--- config.mk ---
export PLATFORM = sky130hd
export DESIGN_NAME = g_serial_sub32
export DESIGN_NICKNAME = d
export VERILOG_FILES = /design/src/rtl/alu32_pkg.sv /design/src/rtl/g_sub4.sv /design/src/rtl/g_serial_sub32.sv
export SDC_FILE = /design/constraint.sdc
export NUM_CORES = 1
export LEC_CHECK = 0
export ABC_AREA = 1
export BUFFER_PORTS_ARGS = -buffer_cell sky130_fd_sc_hd__buf_2
export CORE_MARGIN = 5
export CORE_UTILIZATION = 57
export CTS_CLUSTER_DIAMETER = 200
export DETAILED_ROUTE_END_ITERATION = 16
export GPL_TIMING_DRIVEN = 0
export PLACE_DENSITY = 0.8
export SLEW_MARGIN = 20
export SYNTH_ARGS = -nofsm -noshare
export SYNTH_HDL_FRONTEND = slang
export SYNTH_SLANG_ARGS = --single-unit
--- constraint.sdc ---
create_clock -name clk -period 4.8 [get_ports clk]
set_clock_uncertainty 0.05 [all_clocks]
set_input_delay 0.24 -clock clk [delete_from_list [all_inputs] [get_ports clk]]
set_output_delay 0.24 -clock clk [all_outputs]
set_load 0.005 [all_outputs]
--- src/rtl/alu32_pkg.sv ---
// Shared constants and state encoding for the ALU32 serial datapath blocks.
package alu32_pkg;

    localparam int WIDTH = 32;
    localparam int NIB   = WIDTH / 4;

    typedef enum logic [1:0] {
        IDLE = 2'b00,
        RUN  = 2'b01,
        DONE = 2'b10
    } state_t;

endpackage

--- src/rtl/g_sub4.sv ---
// Combinational 4-bit ripple subtractor built from per-bit full-subtractor gates.
module g_sub4 (
    input  logic [3:0] In1,
    input  logic [3:0] In2,
    input  logic       BI,
    output logic [3:0] Out,
    output logic       BO
);

    logic [4:0] bchain;
    logic [3:0] axb;

    assign bchain[0] = BI;

    // Borrow out of each bit when the minuend bit is 0 and the subtrahend is 1,
    // or when the bits are equal and a borrow arrives from below.
    for (genvar i = 0; i < 4; i++) begin : g_bit
        assign axb[i]      = In1[i] ^ In2[i];
        assign Out[i]      = axb[i] ^ bchain[i];
        assign bchain[i+1] = (~In1[i] & In2[i]) | (~axb[i] & bchain[i]);
    end

    assign BO = bchain[4];

endmodule

--- src/rtl/g_serial_sub32.sv ---
// Nibble-serial subtractor: Out = In1 - In2 - BI, one 4-bit step per clock.
module g_serial_sub32 #(
    parameter int WIDTH = alu32_pkg::WIDTH
) (
    input  logic             clk,
    input  logic             rst_n,
    input  logic             start,
    input  logic [WIDTH-1:0] In1,
    input  logic [WIDTH-1:0] In2,
    input  logic             BI,
    output logic             busy,
    output logic             done,
    output logic [WIDTH-1:0] Out,
    output logic             BO,
    output logic             V,
    output logic             Z
);

    import alu32_pkg::*;

    localparam int NIB = WIDTH / 4;
    localparam int CW  = (NIB > 1) ? $clog2(NIB) : 1;

    state_t           state, state_nx;
    logic [WIDTH-1:0] opa, opb, res, res_nx;
    logic [CW-1:0]    cnt;
    logic             borrow;
    logic [3:0]       a_nib, b_nib, d_nib;
    logic             nib_bo;
    logic             accept, last;

    assign a_nib  = opa[{cnt, 2'b00} +: 4];
    assign b_nib  = opb[{cnt, 2'b00} +: 4];
    assign accept = start && (state == IDLE || state == DONE);
    assign last   = (cnt == CW'(NIB - 1));
    assign busy   = (state == RUN);
    assign done   = (state == DONE);

    g_sub4 u_sub4 (
        .In1 (a_nib),
        .In2 (b_nib),
        .BI  (borrow),
        .Out (d_nib),
        .BO  (nib_bo)
    );

    // The full result as it stands after this edge's nibble is inserted.
    always_comb begin
        res_nx = res;
        res_nx[{cnt, 2'b00} +: 4] = d_nib;
    end

    always_comb begin
        state_nx = state;
        case (state)
            IDLE:    if (accept) state_nx = RUN;
            RUN:     if (last) state_nx = DONE;
            DONE:    state_nx = accept ? RUN : IDLE;
            default: state_nx = IDLE;
        endcase
    end

    always_ff @(posedge clk or negedge rst_n) begin
        if (!rst_n) begin
            state  <= IDLE;
            opa    <= '0;
            opb    <= '0;
            res    <= '0;
            cnt    <= '0;
            borrow <= 1'b0;
            Out    <= '0;
            BO     <= 1'b0;
            V      <= 1'b0;
            Z      <= 1'b0;
        end else begin
            state <= state_nx;
            if (accept) begin
                opa    <= In1;
                opb    <= In2;
                borrow <= BI;
                cnt    <= '0;
                res    <= '0;
            end else if (state == RUN) begin
                res    <= res_nx;
                borrow <= nib_bo;
                cnt    <= cnt + 1'b1;
                // Visible flags change only when the last nibble lands.
                if (last) begin
                    Out <= res_nx;
                    BO  <= nib_bo;
                    V   <= (opa[WIDTH-1] != opb[WIDTH-1]) && (res_nx[WIDTH-1] != opa[WIDTH-1]);
                    Z   <= (res_nx == '0);
                end
            end
        end
    end

endmodule

# Word-level counts from Yosys, hierarchy flattened

Index checks and enable logic that the tools add are counted.
W data, S select, Z words.

Add/sub/neg operators: 2
Eq/ne operators: 7
Shifts and indexed selects: 4
Muxes and demuxes: 11
Bitwise operators: 29
Reductions and logical operators: 8

Operators by type and width:

| kind                     | number |
|---|---|
| $mux W32                 | 2 |
| $shiftx A32 B6 Y4        | 2 |
| $bwmux W32               | 1 |
| $logic_not A32 Y1        | 1 |
| $shift A4 B7 Y32 const A | 1 |
| $shiftx A4 B7 Y32        | 1 |
| $not A1 Y1               | 9 |
| $and A1 B1 Y1            | 8 |
| $xor A1 B1 Y1            | 8 |
| $neg A5 Y7               | 1 |
| $mux W3                  | 2 |
| $pmux W2 S3              | 1 |
| $mux W2                  | 2 |
| $or A1 B1 Y1             | 4 |
| $add A3 B1 Y3 const B    | 1 |
| $eq A3 B3 Y1 const B     | 1 |
| $mux W1                  | 3 |
| $reduce_and A3 Y1        | 1 |
| $eq A2 B1 Y1 const B     | 1 |
| $eq A2 B2 Y1 const B     | 1 |
| $logic_and A1 B1 Y1      | 2 |
| $logic_not A2 Y1         | 1 |
| $ne A1 B1 Y1             | 2 |
| $ne A2 B1 Y1 const B     | 1 |
| 4 further kinds          | 4 |

Flip-flop bits (word level): 137
Input port bits: 68
Output and inout bits: 37
Logic and storage cells: 71

# Depth between registers and ports, before layout

Gate-level depths: netlist of run 1.

Depth in word-level cells: 14
Depth in mapped cells: 23
Mapped depth without buffers: 21

# Cells and area by module

A second synthesis of run 1 with hierarchy kept.

Cells, all modules: 693
Area total of the unflattened synthesis: 6546.3 µm²

By module, submodules not included:

| module         | times used | cells an instance | area each (µm²) | seq. area each (µm²) |
|---|---|---|---|---|
| g_serial_sub32 | 1          | 679               | 6428.7          | 3428.3 |
| g_sub4         | 1          | 14                | 117.6           | 0.0 |

# Worst setup path before layout of run 1

Ideal clock, no wire load.

Path kind: reg2reg
Start: register cnt[0]
End: register Z
Setup time: 116 ps
Arrival time: 3396 ps
Required time: 4634 ps
Path slack: 1238 ps
Cell stages (with the launch flop): 22
Path buffers: 2
Period minus slack after synthesis: 3562 ps
Cells stage by stage: dfrtp_1 > inv_2 > buf_2 > clkbuf_1 > o21ai_0 > a31oi_1 > fa_1 > inv_1 > fa_1 > fa_1 > inv_1 > fa_1 > nor2_1 > nand3_1 > nand2_1 > o21ai_4 > nand2_1 > nor2_1 > nand2_1 > nor2_1 > nand2_1 > nand2_1

Longest elaborated chain between the ends: 13
Elaborated cells between the ends (all ways): 32
Classes of those cells: add/sub (1); eq/ne (1); shift (4); mux (1); bitwise (23); reduce/logical (2)

RTL lines:

| element                                     | line                                       | text |
|---|---|---|
| from (decl)                                 | g_serial_sub32.sv:26                       | `logic [CW-1:0] cnt;` |
| from (signal assigned)                      | g_serial_sub32.sv:86                       | `cnt <= cnt + 1'b1;` |
| $shiftx A32 B6 Y4, on equally long branches | g_serial_sub32.sv:32, g_serial_sub32.sv:33 |  |
| $xor A1 B1 Y1                               | g_sub4.sv:18                               | `assign axb[i] = In1[i] ^ In2[i];` |
| $not A1 Y1                                  | g_sub4.sv:20                               | `assign bchain[i+1] = (~In1[i] & In2[i]) \| (~axb[i] & bchain[i]);` |
| $and A1 B1 Y1                               | g_sub4.sv:20                               |  |
| $or A1 B1 Y1                                | g_sub4.sv:20                               |  |
| $and A1 B1 Y1                               | g_sub4.sv:20                               |  |
| $or A1 B1 Y1                                | g_sub4.sv:20                               |  |
| $and A1 B1 Y1                               | g_sub4.sv:20                               |  |
| $or A1 B1 Y1                                | g_sub4.sv:20                               |  |
| $xor A1 B1 Y1                               | g_sub4.sv:19                               | `assign Out[i] = axb[i] ^ bchain[i];` |
| $shiftx A4 B7 Y32                           | g_serial_sub32.sv:50                       | `res_nx[{cnt, 2'b00} +: 4] = d_nib;` |
| $bwmux W32                                  | g_serial_sub32.sv:50                       |  |
| $logic_not A32 Y1                           | g_serial_sub32.sv:92                       | `Z <= (res_nx == '0);` |
| to (signal assigned)                        | g_serial_sub32.sv:92                       |  |
| to (decl)                                   | g_serial_sub32.sv:16                       | `output logic Z` |

Parallel ways exist; a longest one is shown, timed or not.
A chain may end at the register's enable or synchronous reset.

# Worst setup path after layout of run 1

Ends and elaborated chain as after synthesis.

==> results of run 1 <==
## cells in the mapped netlist, types with 5 or more instances
library cell,instances
buf_2,17
clkbuf_1,15
dfrtp_1,137
ha_1,7
inv_1,57
mux2_2,62
nand2_1,133
nand3_1,32
nor2_1,66
o21a_1,5
o21ai_0,76
o22ai_1,36
## sequential cells by signal, summed over array words and instances (netlist names)
| signal | cells |
|---|---|
| opa | 32 |
| cnt | 3 |
| BO | 1 |
| borrow | 1 |
| res | 32 |
| opb | 32 |
| state | 2 |
| V | 1 |
| Z | 1 |
| Out | 32 |
## worst paths after layout
kind | startpoint | to | slack [ns] | cells after the start
worst max-delay path | cnt[0] | Z | 0.40 | 22
worst min-delay path | In1[24] | opa[24] | 0.009 | 2
worst max register to register | cnt[0] | Z | 0.40 | 22
worst min register to register | Out[19] | Out[19] | 0.42 | 2
max in group asynchronous | rst_n | opa[12] | 3.65 | 3
min in group asynchronous | rst_n | Out[9] | 0.27 | 2
## repair_timing
action	4_1_cts	5_1_grt
endpoints found under the hold margin	78	3
hold buffers	30	3
endpoints found under the setup margin	0	1
## layout make-up
class,instances,area [sq um]
Clock inverter,8,95.1
Timing Repair Buffer,138,888
Multi-Input combinational cell,450,2650
Clock buffer,23,478
Sequential cell,137,3430
Inverter,61,234
Tap cell,143,179
Buffer,34,164
Fill cell,794,3160
## cell families after synthesis
kind of cell,count (synthesis),synth area share (%)
muxes,62,10.8
buffers and inverters,96,6.20
AOI/OAI and AO/OA,136,12.1
adders and majority gates,11,2.59
DFF,137,52.9
and+or+nand+nor,241,15.4
## through the flow
stage	utilization, %	worst slack [ns]
floorplan	-	1.24
global placement	63.7	0.472
detailed placement	64.0	0.371
CTS	71.8	0.353
global route	72.0	0.00342
finish	72.0	0.399
## where the power goes
group	switching [mW]	internal, mW
sequential	0.290	1.71
clock	0.474	0.798
combinational	1.97	1.17
## routing by layer
layer | track usage (%) | share of wire, % | vias to the layer above
met2 | 48.6 | 52 | 215
li1 | - | - | 2596
met3 | 6.48 | 5.9 | 47
met1 | 33.9 | 39 | 2744
met4 | 13.2 | 3.4 | 0
met5 | 0 | 0 | -
## worst register-to-register path: cells and delay by family (launching register included)
kind / cells / cell delay [ns]
adder cells (fa/ha/maj): 4 / 1.47
buffers and inverters: 5 / 0.71
flip-flops: 1 / 0.51
AND/OR/NAND/NOR: 11 / 1.14
AO/OA/AOI/OAI: 2 / 0.43
==> key figures, run 1 <==
Synth
  – Synth cell types: 32
  – Yosys warns: 0
  – Top cells by area, synth: dfrtp_1 53%, mux2_2 11%, nand2_1 7.7%
  – Post-synth top area share: 52.9%
  – Syn Std Cell Area: 6480 sq um
  – Syn Area/Cell: 9.49 sq um
  – Biggest area consumer among synthesized cells: dfrtp_1
  – Post-synth EDFFs: 0
  – Syn nets: 762
  – Async S/R FF share, synth: 100%
  – #FFs+latches synth: 137
  – Register area share after synthesis: 52.9%
  – Top FF cell, synth: dfrtp_1
  – Mapped Cells: 683

Die
  – Die extent in x: 117 um
  – Die footprint: 13600 sq um
  – Initial core utilization: 57.5%
  – Die height: 117 um
  – Top-Level Pins: 105
  – Row count: 39
  – Total core area: 11300 sq um

Place
  – Routability congestion estimate: 0.886
  – Dpl cells: 931
  – I/O Buffers: 104
  – Final HPWL DP: 12.6 mm
  – DP Area: 7220 sq um

Clocking
  – Clock transition at path regs: 0.06 ns
  – Skew-Pair Late Insertion Delay: 0.43 ns
  – CTS Sinks: 137
  – CTS Buf Count: 17
  – CTS H-Tree Depth: 4
  – CTS root buf: clkbuf_16
  – CTS resizes: 0
  – CTS tree: yes
  – Post-CTS setup buffer count: 0
  – Clk buf depth: 2

Final layout
  – Ant diodes: 0
  – Commonest non-fill, non-tap cell in the layout: dfrtp_1
  – Area grow syn2layout: 25.3%
  – Design area: 8120 sq um
  – Fin cells: 994
  – Nets: 918
  – Most frequent cells in the layout: 137 x dfrtp_1, 133 x nand2_1, 120 x buf_2, 76 x o21ai_0, 66 x nor2_1
  – Share of layout cells above drive strength 1: 26.7%

Critical path
  – CP Max Fanout: 10
  – Buffers & Inverters on Critical Path: 5
  – Crit path arrival time: 4.67 ns
  – CP startpoint kind: flip-flop
  – Kind of critical path: reg -> reg
  – CP endpoint kind: flip-flop
  – Critical-path cell list: inv_2 -> buf_2 -> clkbuf_1 -> nor2_1 -> o22ai_1 -> o21ai_0 -> fa_1 -> inv_1 -> fa_1 -> fa_1 -> inv_1 -> fa_1 -> nor2_1 -> nand3_1 -> nand2_1 -> nand2_1 -> nand2_1 -> nor2_1 -> nand2_1 -> nor2_1 -> nand2_1 -> nand2_1
  – Most used cell, CP: nand2_1
  – Slowest cell on the critical path: dfrtp_1
  – CP top delay family: adder cells
  – Worst path required time: 5.06 ns
  – Slowest Stage Delay on Critical Path: 0.51 ns

Status
  – Status: finished clean

STA
  – Max-slew violations: 0
  – Number of hold violations in the final report: 0
  – Final hold slack: 0.00857 ns
  – RSZ-0062 raised after global routing: false
  – F_max: 0.227 GHz
  – Worst Max-Slew Pin Slew: 0.618 ns
  – Final min period: 4.40 ns
  – Final period utilization: 91.7%
  – Final setup viols: 0
  – Max-slew headroom: 58.8%
  – Post-route setup TNS: 0 ns

Route
  – Initial DRT Pass Iterations: 5
  – Via/cell ratio: 5.64
  – Final ANT Viol Nets: 0
  – WL final: 18.0 mm
  – Routed via count: 5602
  – Iter 0 DRT Violations: 467
  – DRC viols: 0
  – Avg WL per Cell: 18.1 um

Pwr
  – VDD IR max: 0.000420 V
  – Pwr dens: 790 nW/um^2
  – Design Power: 6.41 mW
  – Leak: 3.99 nW

GRT
  – GR Overflow Total: 0
  – First-pass GRT wire length: 29.2 mm
  – Initial antenna violation count: 0
  – Largest net degree at the start of global routing: 89
  – Total track usage: 28.3%
  – Vias in the first global route: 5797

Flow run
  – Maxcap violations: 0

Hold path
  – Hold Crit Class: in -> reg
Note: power is estimated with default switching activity, not from simulation.
==> run 2, diff against run 1 <==
--- a/config.mk
+++ b/config.mk
@@ -6,11 +6,12 @@
 export NUM_CORES = 1
 export LEC_CHECK = 0
 export ABC_AREA = 1
-export BUFFER_PORTS_ARGS = -buffer_cell sky130_fd_sc_hd__buf_2
+export BUFFER_PORTS_ARGS = -buffer_cell sky130_fd_sc_hd__clkbuf_2
 export CORE_MARGIN = 5
 export CORE_UTILIZATION = 57
 export CTS_CLUSTER_DIAMETER = 200
 export DETAILED_ROUTE_END_ITERATION = 16
+export GPL_ROUTABILITY_DRIVEN = 0
 export GPL_TIMING_DRIVEN = 0
 export PLACE_DENSITY = 0.8
 export SLEW_MARGIN = 20
==> run 2 against run 1 <==
Against the previous run:
- sequential share of layout area rose by 0.57 points
- register-to-register slack better by 0.03 ns
- first-iteration DRC count is 24% lower
- die area unchanged
- clock power hardly changed
==> key figures, run 2 (synthesis results as in run 1) <==
Final layout
  – Ant diodes: 0
  – Nets: 908
  – Final core occ: 71.1%
  – Number of fill cells: 806
  – Area grow syn2layout: 23.6%
  – Area of the multi-input gates: 2650 sq um
  – Share of layout cells above drive strength 1: 26.8%
  – Design area: 8010 sq um
  – Commonest non-fill, non-tap cell in the layout: dfrtp_1
  – Register cell area after layout: 3430 sq um
  – Most frequent cells in the layout: 137 x dfrtp_1, 133 x nand2_1, 103 x clkbuf_2, 76 x o21ai_0, 66 x nor2_1
  – Fin cells: 985

STA
  – Final setup viols: 0
  – Setup WS post-layout: 0.425 ns
  – Max-slew headroom: 60.1%
  – Number of hold violations in the final report: 0
  – Worst Max-Slew Pin Slew: 0.598 ns
  – RSZ-0062 raised after global routing: false
  – F_max: 0.229 GHz
  – Max-slew violations: 0
  – Final hold slack: 0.00713 ns
  – Post-route setup TNS: 0 ns
  – Final period utilization: 91.2%
  – Final min period: 4.38 ns

GRT
  – GR Overflow Total: 0
  – Initial antenna violation count: 0
  – Vias in the first global route: 5655
  – Total track usage: 26.7%
  – First-pass GRT wire length: 27.6 mm
  – Largest net degree at the start of global routing: 81

Die
  – Die height: 117 um
  – Die extent in x: 117 um
  – Initial core utilization: 57.5%
  – Top-Level Pins: 105
  – Die footprint: 13600 sq um
  – Total core area: 11300 sq um
  – Row count: 39

Clocking
  – CTS root buf: clkbuf_16
  – CTS H-Tree Depth: 4
  – CTS Sinks: 137
  – Clk buf depth: 2
  – Clock transition at path regs: 0.06 ns
  – CTS resizes: 0
  – CTS tree: yes
  – Post-CTS setup buffer count: 0
  – Skew-Pair Late Insertion Delay: 0.43 ns
  – CTS Buf Count: 17

Pwr
  – Internal: 3.66 mW
  – Sequential Power Share: 31.4%
  – Leak: 3.95 nW
  – Design Power: 6.38 mW
  – Combinational fraction of design power: 48.8%
  – NetSw: 2.71 mW
  – Switching Fraction: 42.6%
  – VDD IR max: 0.000453 V
  – Clock power frac: 19.8%
  – Pwr dens: 796 nW/um^2

Hold path
  – Hold Crit Class: in -> reg
  – HP Start: In1[10]

Route
  – Avg WL per Cell: 17.2 um
  – Iter 0 DRT Violations: 354
  – Routed via count: 5538
  – WL final: 16.9 mm
  – Initial DRT Pass Iterations: 6
  – DRC viols: 0
  – Via/cell ratio: 5.62
  – Final ANT Viol Nets: 0

Critical path
  – Kind of critical path: reg -> reg
  – Crit path arrival time: 4.64 ns
  – Reg2Reg Setup Slack: 0.42 ns
  – CP endpoint kind: flip-flop
  – CP Max Fanout: 11
  – Critical path launch point: cnt[0]
  – CP startpoint kind: flip-flop
  – Reg2reg start: cnt[0]
  – Worst path required time: 5.07 ns

Status
  – Status: finished clean

Place
  – I/O Buffers: 104
  – Final HPWL DP: 12.2 mm
  – Pre-CTS WS: 0.451 ns
  – DP Area: 7220 sq um
  – Dpl cells: 931

Flow run
  – Maxcap violations: 0
## run 2: changes by cell type in the layout (fill, tap and decap cells not counted), sizes merged
cell,previous run,this run
dlygate4sd3,33,23
clkbuf,37,142
buf,125,21
## run 2: final timing paths
kind	endpoint	cells past startpoint
setup / recovery	Z	21
hold / removal	opa[10]	2
setup reg to reg	Z	21
hold reg to reg	Out[7]	2
max in group asynchronous	opb[13]	3
min in group asynchronous	Out[9]	2
## run 2: what timing repair did
| action | in CTS | in global routing |
|---|---|---|
| endpoints found under the setup margin | 0 | 1 |
| hold buffers | 23 | 0 |
| endpoints found under the hold margin | 79 | 0 |
## run 2: critical path, cell delays in order (launching register included)
cell	delay [ns]
dfrtp_1	0.49
inv_2	0.13
buf_2	0.24
clkbuf_1	0.41
o21ai_0	0.17
a31oi_1	0.27
fa_1	0.23
inv_1	0.05
fa_1	0.37
fa_1	0.39
inv_1	0.08
fa_1	0.47
nor2_1	0.15
nand3_1	0.13
nand2_1	0.14
o21ai_4	0.09
nand2_1	0.06
nor2_1	0.04
nand2_1	0.10
nor2_1	0.06
nand2_1	0.08
nand2_1	0.05
## run 2: final cells by class
| type | count | share of cell area [%] |
|---|---|---|
| sequential | 137 | 42.8 |
| clock inverter | 8 | 1.19 |
| timing repair buffer | 128 | 9.83 |
| tap | 143 | 2.23 |
| inverter | 61 | 2.92 |
| multi-input combinational | 450 | 33.1 |
| buffer | 34 | 2.05 |
| clock buffer | 24 | 5.89 |
## run 2: power by group through the flow
stage	clock [mW]	sequential, mW	combinational [mW]
finish	1.26	2.00	3.11
global route	1.32	2.06	3.45
CTS	1.27	1.99	3.06
detailed placement	0	2.01	3.02
global placement	0	1.98	2.90
floorplan	0	1.93	2.11
## run 2: metal layers
layer  wire, um  GRT usage, %
met1       6590          31.8
met2       8590          45.1
met3       1140          6.89
met4        597          12.9
met5          0             0
==> run 3, diff against run 2 <==
--- a/config.mk
+++ b/config.mk
@@ -8,12 +8,12 @@
 export ABC_AREA = 1
 export BUFFER_PORTS_ARGS = -buffer_cell sky130_fd_sc_hd__clkbuf_2
 export CORE_MARGIN = 5
-export CORE_UTILIZATION = 57
+export CORE_UTILIZATION = 61
 export CTS_CLUSTER_DIAMETER = 200
 export DETAILED_ROUTE_END_ITERATION = 16
 export GPL_ROUTABILITY_DRIVEN = 0
 export GPL_TIMING_DRIVEN = 0
-export PLACE_DENSITY = 0.8
+export PLACE_DENSITY = 0.85
 export SLEW_MARGIN = 20
 export SYNTH_ARGS = -nofsm -noshare
 export SYNTH_HDL_FRONTEND = slang
==> constraint.sdc (replaced) <==
create_clock -name clk -period 5.5 [get_ports clk]
set_clock_uncertainty 0.05 [all_clocks]
set_input_delay 0.275 -clock clk [delete_from_list [all_inputs] [get_ports clk]]
set_output_delay 0.275 -clock clk [all_outputs]
set_load 0.005 [all_outputs]
==> run 3 against run 2 <==
Against the previous run:
- register-to-register slack better by 0.46 ns
- worst hold slack better by 0.18 ns
- power is 10% lower
- critical path depth is 1 higher
- first-iteration DRC count is 58% higher
- combinational power is 7.7% lower
- largest power group unchanged
- highest routed layer unchanged
==> key figures, run 3 (synthesis results as in run 1) <==
Route
  – DRC viols: 0
  – Via/cell ratio: 5.94
  – Avg WL per Cell: 19.4 um
  – WL final: 19.8 mm
  – Routed via count: 6059
  – Final ANT Viol Nets: 0
  – Iter 0 DRT Violations: 560
  – Initial DRT Pass Iterations: 5

Final layout
  – Most frequent cells in the layout: 137 x dfrtp_1, 133 x nand2_1, 103 x clkbuf_2, 76 x o21ai_0
  – Number of fill cells: 563
  – Fin cells: 1020
  – Area of the multi-input gates: 2650 sq um
  – Area grow syn2layout: 29.8%
  – Nets: 952
  – Commonest non-fill, non-tap cell in the layout: dfrtp_1
  – Register cell area after layout: 3430 sq um
  – Ant diodes: 0
  – Share of layout cells above drive strength 1: 25.2%

Place
  – I/O Buffers: 104
  – Final HPWL DP: 12.4 mm
  – Dpl cells: 924

GRT
  – Initial antenna violation count: 0
  – Largest net degree at the start of global routing: 94
  – Total track usage: 31.9%
  – First-pass GRT wire length: 31.7 mm
  – GR Overflow Total: 0
  – Vias in the first global route: 6261

Die
  – Total core area: 10300 sq um
  – Die footprint: 12800 sq um
  – Initial core utilization: 62.8%
  – Top-Level Pins: 105
  – Die height: 113 um
  – Row count: 37
  – Die extent in x: 113 um

STA
  – Post-route setup TNS: 0 ns
  – Max-slew headroom: 61.6%
  – Number of hold violations in the final report: 0
  – Final min period: 4.62 ns
  – RSZ-0062 raised after global routing: false
  – Final setup viols: 0
  – Worst Max-Slew Pin Slew: 0.576 ns
  – Max-slew violations: 0
  – F_max: 0.217 GHz
  – Final period utilization: 83.9%

Critical path
  – CP startpoint kind: flip-flop
  – Critical path launch point: cnt[1]
  – CP endpoint kind: flip-flop
  – Worst path required time: 5.91 ns
  – Reg2reg start: cnt[1]
  – Slowest Stage Delay on Critical Path: 0.58 ns
  – CP Max Fanout: 11
  – Critical-path cell list: buf_6 -> inv_1 -> clkbuf_1 -> o21ai_0 -> o221ai_1 -> o21ai_0 -> fa_1 -> inv_1 -> fa_1 -> fa_1 -> inv_1 -> fa_1 -> inv_1 -> nand3_1 -> nand3_1 -> nand2_1 -> nand2_1 -> nor2_1 -> nand3_1 -> nor2_1 -> nand2_1 -> nand2_1
  – Crit path arrival time: 5.03 ns
  – Kind of critical path: reg -> reg
  – Slowest cell on the critical path: fa_1

Clocking
  – CTS resizes: 0
  – CTS tree: yes
  – CTS Buf Count: 17
  – Skew-Pair Late Insertion Delay: 0.54 ns
  – CTS Hold Buffers Added: 66
  – Clk buf depth: 2
  – CTS Sinks: 137
  – CTS H-Tree Depth: 4
  – CTS root buf: clkbuf_8
  – Post-CTS setup buffer count: 0
  – Clock transition at path regs: 0.06 ns

Hold path
  – Hold Crit Class: in -> async

Pwr
  – Leak: 4.13 nW
  – Pwr dens: 679 nW/um^2
  – VDD IR max: 0.000373 V

Status
  – Status: finished clean

Flow run
  – Maxcap violations: 0
==> run 3: metal layers <==
| layer | track usage (%) | share of wire (%) |
|---|---|---|
| met5 | 0 | 0 |
| met3 | 8.40 | 8.7 |
| met1 | 36.0 | 35 |
| met2 | 55.1 | 51 |
| met4 | 17.3 | 5.8 |
==> run 3: through the flow <==
step	util [%]	setup slack [ns]	instance area (sq um)	total power [mW]	hold WS, ns
finish	81.4	0.884	8410	5.71	0.185
global route	81.4	0.633	8410	6.03	0.230
CTS	81.4	0.949	8410	5.53	0.196
detailed placement	69.8	1.06	7210	4.41	0.179
global placement	69.5	1.21	7170	4.26	0.417
floorplan	-	1.94	6480	3.53	-0.0706
==> run 3: worst max-delay path, delay by kind of cell, from the launching register on <==
kind	cells	cell delay [ns]
fa+ha+maj	4	1.40
compound gates	3	0.61
buf+inv	6	1.20
flops	1	0.43
simple gates	9	0.87
==> run 3: area by class of cell <==
type,instances,area share [%]
Clock buffer,28,6.01
Inverter,61,2.78
Timing Repair Buffer,171,14.5
Multi-Input combinational cell,450,31.5
Clock inverter,2,0.417
Sequential cell,137,40.8
Tap cell,136,2.02
Buffer,35,1.99
==> run 3: report_power, final <==
group	switching (mW)	internal, mW
Sequential	0.291	1.49
Clock	0.403	0.655
Combinational	1.82	1.04
Total	2.52	3.19
==> run 3: path summary, 6_finish.rpt <==
check                          end  slack, ns  depth (start not counted)
setup / recovery                 Z       0.88                         22
hold / removal              Out[3]       0.18                          2
setup reg to reg                 Z       0.88                         22
hold reg to reg            Out[31]       0.43                          2
max in group asynchronous  res[24]       4.43                          3
min in group clk           Out[31]       0.43                          2
